==> src/rtl/riscv_defines.sv <==
// rtl/riscv_defines.sv - shared branch predictor constants and types
// Purpose: branch history table geometry, counter state encoding and the
//          default width of the resolve-stage performance counters.
// Ports:   none (package).
package riscv_defines;

  localparam int TABLE_ENTRIES = 64;
  localparam int INDEX_WIDTH   = $clog2(TABLE_ENTRIES);

  typedef enum logic [1:0] {
    STRONG_NT = 2'b00,
    WEAK_NT   = 2'b01,
    WEAK_T    = 2'b10,
    STRONG_T  = 2'b11
  } bht_state_t;

  localparam int CNT_WIDTH_DEFAULT = 32;

endpackage

==> src/rtl/sat_counter.sv <==
// rtl/sat_counter.sv - saturating event counter
// Purpose: counts cycles with inc high, sticking at all-ones instead of wrapping.
// Ports:   clk   - clock
//          rst   - asynchronous active-high reset, clears count
//          inc   - increment request for this cycle
//          count - current count, WIDTH bits
module sat_counter #(
  parameter int WIDTH = 32
) (
  input  logic             clk,
  input  logic             rst,
  input  logic             inc,
  output logic [WIDTH-1:0] count
);

  always_ff @(posedge clk or posedge rst) begin
    if (rst) begin
      count <= '0;
    end else if (inc && (count != {WIDTH{1'b1}})) begin
      count <= count + 1'b1;
    end
  end

endmodule

==> src/rtl/branch_resolve_unit.sv <==
// rtl/branch_resolve_unit.sv - ID-stage branch resolution and predictor update
// Purpose: carries the fetch-time prediction into ID, resolves conditional
//          branches and jumps there, raises a zero-latency redirect on a wrong
//          prediction and counts resolved control-flow events and mispredicts.
// Ports:   clk, rst                - clock, asynchronous active-high reset
//          pc_f, bht_taken         - fetch PC and its predicted direction
//          fetch_valid             - IF slot holds a real instruction
//          stall_d, flush_d        - hold / squash the ID slot
//          is_branch_d, is_jal_d   - ID instruction class
//          cond_d, target_d        - branch outcome and taken target
//          pc_d, cflow_valid,
//          cflow_taken             - predictor update port (index, strobe, dir)
//          mispredict, redirect_pc - front-end redirect request and target
//          branch_cnt,
//          mispredict_cnt          - saturating performance counters
module branch_resolve_unit
  import riscv_defines::*;
#(
  parameter int CNT_WIDTH = CNT_WIDTH_DEFAULT
) (
  input  logic                 clk,
  input  logic                 rst,
  input  logic [31:0]          pc_f,
  input  logic                 bht_taken,
  input  logic                 fetch_valid,
  input  logic                 stall_d,
  input  logic                 flush_d,
  input  logic                 is_branch_d,
  input  logic                 is_jal_d,
  input  logic                 cond_d,
  input  logic [31:0]          target_d,
  output logic [31:0]          pc_d,
  output logic                 cflow_valid,
  output logic                 cflow_taken,
  output logic                 mispredict,
  output logic [31:0]          redirect_pc,
  output logic [CNT_WIDTH-1:0] branch_cnt,
  output logic [CNT_WIDTH-1:0] mispredict_cnt
);

  logic valid_d;
  logic pred_d;
  logic cflow_legal;

  // IF/ID prediction register. A mispredict squashes the wrong-path fetch that
  // would otherwise be captured on the same edge.
  always_ff @(posedge clk or posedge rst) begin
    if (rst) begin
      valid_d <= 1'b0;
      pc_d    <= '0;
      pred_d  <= 1'b0;
    end else if (flush_d || mispredict) begin
      valid_d <= 1'b0;
    end else if (!stall_d) begin
      valid_d <= fetch_valid;
      pc_d    <= pc_f;
      pred_d  <= bht_taken;
    end
  end

  // Branch and jump together is an illegal decode; exactly one must be set.
  assign cflow_legal = is_branch_d ^ is_jal_d;

  // valid_d is cleared asynchronously, so the strobe and redirect are already
  // quiet while rst is high. Gating on !stall_d yields one update per
  // instruction: only in the cycle it actually leaves ID.
  assign cflow_valid = valid_d & cflow_legal & ~stall_d;
  assign cflow_taken = is_jal_d | (is_branch_d & cond_d);
  assign mispredict  = cflow_valid & (cflow_taken != pred_d);

  // Holding off the taken path during reset leaves pc_d + 4 = 4.
  assign redirect_pc = (cflow_taken && !rst) ? target_d : (pc_d + 32'd4);

  sat_counter #(.WIDTH(CNT_WIDTH)) u_branch_cnt (
    .clk   (clk),
    .rst   (rst),
    .inc   (cflow_valid),
    .count (branch_cnt)
  );

  sat_counter #(.WIDTH(CNT_WIDTH)) u_mispredict_cnt (
    .clk   (clk),
    .rst   (rst),
    .inc   (mispredict),
    .count (mispredict_cnt)
  );

endmodule
==> config.mk <==
export PLATFORM = sky130hd
export DESIGN_NAME = branch_resolve_unit
export DESIGN_NICKNAME = d
export VERILOG_FILES = /design/src/rtl/riscv_defines.sv /design/src/rtl/sat_counter.sv /design/src/rtl/branch_resolve_unit.sv
export SDC_FILE = /design/constraint.sdc
export NUM_CORES = 1
export LEC_CHECK = 0
export ABC_AREA = 1
export CAP_MARGIN = 30
export CORE_MARGIN = 2
export CORE_UTILIZATION = 40
export DETAILED_ROUTE_END_ITERATION = 8
export GPL_TIMING_DRIVEN = 0
export HOLD_SLACK_MARGIN = 0.06
export PLACE_DENSITY = 0.81
export SYNTH_ARGS = -nofsm -noshare
export SYNTH_HDL_FRONTEND = slang
export SYNTH_SLANG_ARGS = --single-unit
==> constraint.sdc <==
create_clock -name clk -period 10.05 [get_ports clk]
set_input_delay 1.5075 -clock clk [delete_from_list [all_inputs] [get_ports clk]]
set_output_delay 1.5075 -clock clk [all_outputs]
set_load 0.01 [all_outputs]
==> impl_metrics.toml <==
[sta]
hold_violations = 0
tightestPinTransition_ns = 0.697
setup_repair_after_global_routing_missed_its_margin = "no"
skew_ns = 0.0101
setup-violations-final = 0
fin_tns_setup_ns = 0
fmaxAchievable_mhz = 165
min_period_over_period = 0.601
timing.max_slew.rel_slack = 0.536
fin_crit_ns = 6.04
final-max-slew-violation-count = 0

[setup_path]
critPathLaunchType = "input pin"
timing.critical_path.required_ns = 8.54
worstReg2RegStart = "valid_d$_DFFE_PP0P_"
setup.worst_path.start = "rst"
worstSetupPathType = "in2out"
cp.arrival_ns = 4.54
crit_path_end_kind = "primary output"
path_max_fanout = 50

[drt]
via_per_inst = 4.92
m1WireLength_um = 9410
wl_per_cell_um = 14.6
routed-wl-met3_um = 1710
route.met2.wl_um = 10600
postRouteWirelength_um = 22600
drt_drc_violations_left = 0
dr_total_vias = 7653
detailedRoute.firstPassIterationCount = 5
route.antenna.remaining_nets = 0
top_layer = "met4"
drt_iter0_drc = 431

[synth]
postSynthRegisterBits = 98
synth_area_leader_cell = "sky130_fd_sc_hd__dfrtp_1"
dominantRegCellSynth = "sky130_fd_sc_hd__dfrtp_1"
synth_seq_area_share = 0.358
netlist_instances = 1116
post_synth_num_cell_types = 30
post_synth_main_area_contributors = "sky130_fd_sc_hd__dfrtp_1, sky130_fd_sc_hd__nand2_1, sky130_fd_sc_hd__nor2_1"
number_of_enable_type_register_cells_in_the_synthesized_netlist = 0
yosys_top_cell_area_share = 0.358
yosysMostFrequentCell = "sky130_fd_sc_hd__nand2_1"
yosysWarningCount = 0
synth_area_mm2 = 0.00685
post_synth.cell_area_avg_um2 = 6.14
async_flop_share = 1.00
synth_commonest_cells = "sky130_fd_sc_hd__nand2_1, sky130_fd_sc_hd__nor2_1, sky130_fd_sc_hd__dfrtp_1"
syn_nets = 1192

[layout]
final_nets = 1407
post_synthesis_to_final_layout_area_growth_pct = 38.2
num_antenna_cells = 0
post_route_cells_drive_above_1_share = 0.0546
multi_input_comb_area_mm2 = 0.00391
layout.filler_cells = 1611
postLayoutCoreUtil = 0.569
area_of_all_placed_cells_without_fillers_mm2 = 0.00947
seqCellArea_mm2 = 0.00245

[place]
placed_area_mm2 = 0.00919
portBuffers = 203
dpl.hpwl_um = 17700
gp_routability_congestion = 0.936

[power]
max-vdd-ir-drop_mv = 0.0811
leakagePower_nw = 4.36
areal_power_density_over_the_cells_mw_per_mm2 = 112

[clock_network]
clock_tree.buffer_depth = 2
post-cts-setup-buffer-count = 0
post_cts_gate_resize_count = 0
clock_edge_transition_at_the_registers_on_the_reported_setup_and_hold_paths_ns = 0.07
tritoncts = "done"
clock-sinks = 98
htree_levels = 3
worst_skew_pair.late_latency_ns = 0.35
numCtsBuffers = 9
cts_hold_buffers = 0
clock-root-buffer = "sky130_fd_sc_hd__clkbuf_16"

[global_route]
grt-ovfl-total = 0
antenna_found_initial = 0
pin_count_of_the_biggest_net_entering_global_routing = 51
grt_first_pass_wirelength_um = 36000
first_global_vias = 7118
global_route.usage.total = 0.251

[die]
die_height_um = 135
floorplan.io_pins = 204
floorplan.die_area_mm2 = 0.0182
core_mm2 = 0.0166
die_width_um = 135
initial_utilization = 0.412
floorplan.rows = 47

[status]
run_status = "finished clean"

[min_path]
worst_hold_startpoint = "pred_d$_DFFE_PP0P_"
hp-class = "reg2reg"

[flow_run]
drv_cap = 0
==> stage by stage <==
stage / setup WS [ns] / hold WS [ns] / instances / total power (W)
floorplan: 3.78 / 0.462 / 1116 / 0.000574
global placement: 1.08 / 0.502 / 1539 / 0.000725
detailed placement: 3.95 / 0.491 / 1540 / 0.000731
CTS: 3.95 / 0.518 / 1556 / 0.00107
global route: 3.74 / 0.565 / 1556 / 0.00112
finish: 4.01 / 0.516 / 1556 / 0.00106
==> registers in the layout (all words and copies together), names as in the netlist <==
| register | flops |
|---|---|
| u_branch_cnt.count | 32 |
| pred_d | 1 |
| u_mispredict_cnt.count | 32 |
| valid_d | 1 |
| pc_d | 32 |
==> final timing paths <==
path	endpoint	slack, ns	cells after the start
min in group asynchronous	u_branch_cnt.count[2]$_DFFE_PP0P_	1.60	2
setup reg to reg	pc_d[3]$_DFFE_PP0P_	7.94	10
setup / recovery	redirect_pc[3]	4.01	10
hold reg to reg	pred_d$_DFFE_PP0P_	0.52	2
max in group asynchronous	pc_d[25]$_DFFE_PP0P_	7.73	3
hold / removal	pred_d$_DFFE_PP0P_	0.52	2
==> critical path, stage by stage <==
cell and delay (ns):
sky130_fd_sc_hd__clkdlybuf4s50_1 0.45, sky130_fd_sc_hd__inv_4 0.48, sky130_fd_sc_hd__buf_16 0.33, sky130_fd_sc_hd__nand2_1 0.24
sky130_fd_sc_hd__inv_1 0.13, sky130_fd_sc_hd__buf_2 0.23, sky130_fd_sc_hd__buf_2 0.27, sky130_fd_sc_hd__nand2_1 0.18
sky130_fd_sc_hd__nand2_1 0.10, sky130_fd_sc_hd__clkdlybuf4s50_1 0.57
==> metal layers <==
layer / track usage / up-vias
li1: - / 3839
met1: 0.318 / 3475
met2: 0.420 / 293
met3: 0.0428 / 46
met4: 0.113 / 0
met5: 0 / -
==> where the power goes <==
group	leakage [nW]	total (W)	switching, W	internal, W
sequential	1.31	0.000465	0.0000435	0.000421
clock	0.132	0.000338	0.000162	0.000176
combinational	2.91	0.000259	0.000120	0.000139
==> cells by family after synthesis <==
| kind of cell | synth area share |
|---|---|
| compound gates | 0.0237 |
| xor+xnor | 0.0396 |
| fa+ha+maj | 0.00548 |
| buf+inv | 0.0714 |
| flops | 0.358 |
| simple gates | 0.502 |
==> cells in the final DEF, fill, tap and decap left out, types with 2 or more instances in the layout <==
cell                              instances
sky130_fd_sc_hd__nand2_1                590
sky130_fd_sc_hd__clkdlybuf4s50_1        203
sky130_fd_sc_hd__nor2_1                 143
sky130_fd_sc_hd__dfrtp_1                 98
sky130_fd_sc_hd__inv_1                   81
sky130_fd_sc_hd__nand3_1                 62
sky130_fd_sc_hd__o21ai_0                 22
sky130_fd_sc_hd__xor2_1                  21
sky130_fd_sc_hd__nand2_2                 15
sky130_fd_sc_hd__buf_2                   11
sky130_fd_sc_hd__xnor2_1                 10
sky130_fd_sc_hd__clkbuf_16                9
sky130_fd_sc_hd__nor2_2                   7
sky130_fd_sc_hd__buf_6                    7
sky130_fd_sc_hd__nand3b_1                 6
sky130_fd_sc_hd__a21oi_1                  6
sky130_fd_sc_hd__clkbuf_1                 5
sky130_fd_sc_hd__nand4_1                  5
sky130_fd_sc_hd__nor2_4                   4
sky130_fd_sc_hd__and2_1                   3
sky130_fd_sc_hd__inv_2                    3
sky130_fd_sc_hd__ha_1                     3
sky130_fd_sc_hd__o21bai_1                 2
sky130_fd_sc_hd__inv_4                    2
sky130_fd_sc_hd__nor3_1                   2
sky130_fd_sc_hd__nand3_2                  2
sky130_fd_sc_hd__nand2_4                  2
sky130_fd_sc_hd__clkinvlp_4               2
==> final cells by class <==
class / count / area share
Clock buffer: 11 / 0.0256
Multi-Input combinational cell: 909 / 0.413
Timing Repair Buffer: 204 / 0.217
Tap cell: 220 / 0.0291
Sequential cell: 98 / 0.259
Buffer: 23 / 0.0173
Clock inverter: 5 / 0.00396
Inverter: 86 / 0.0346
Note: power is estimated with default switching activity, not from simulation.
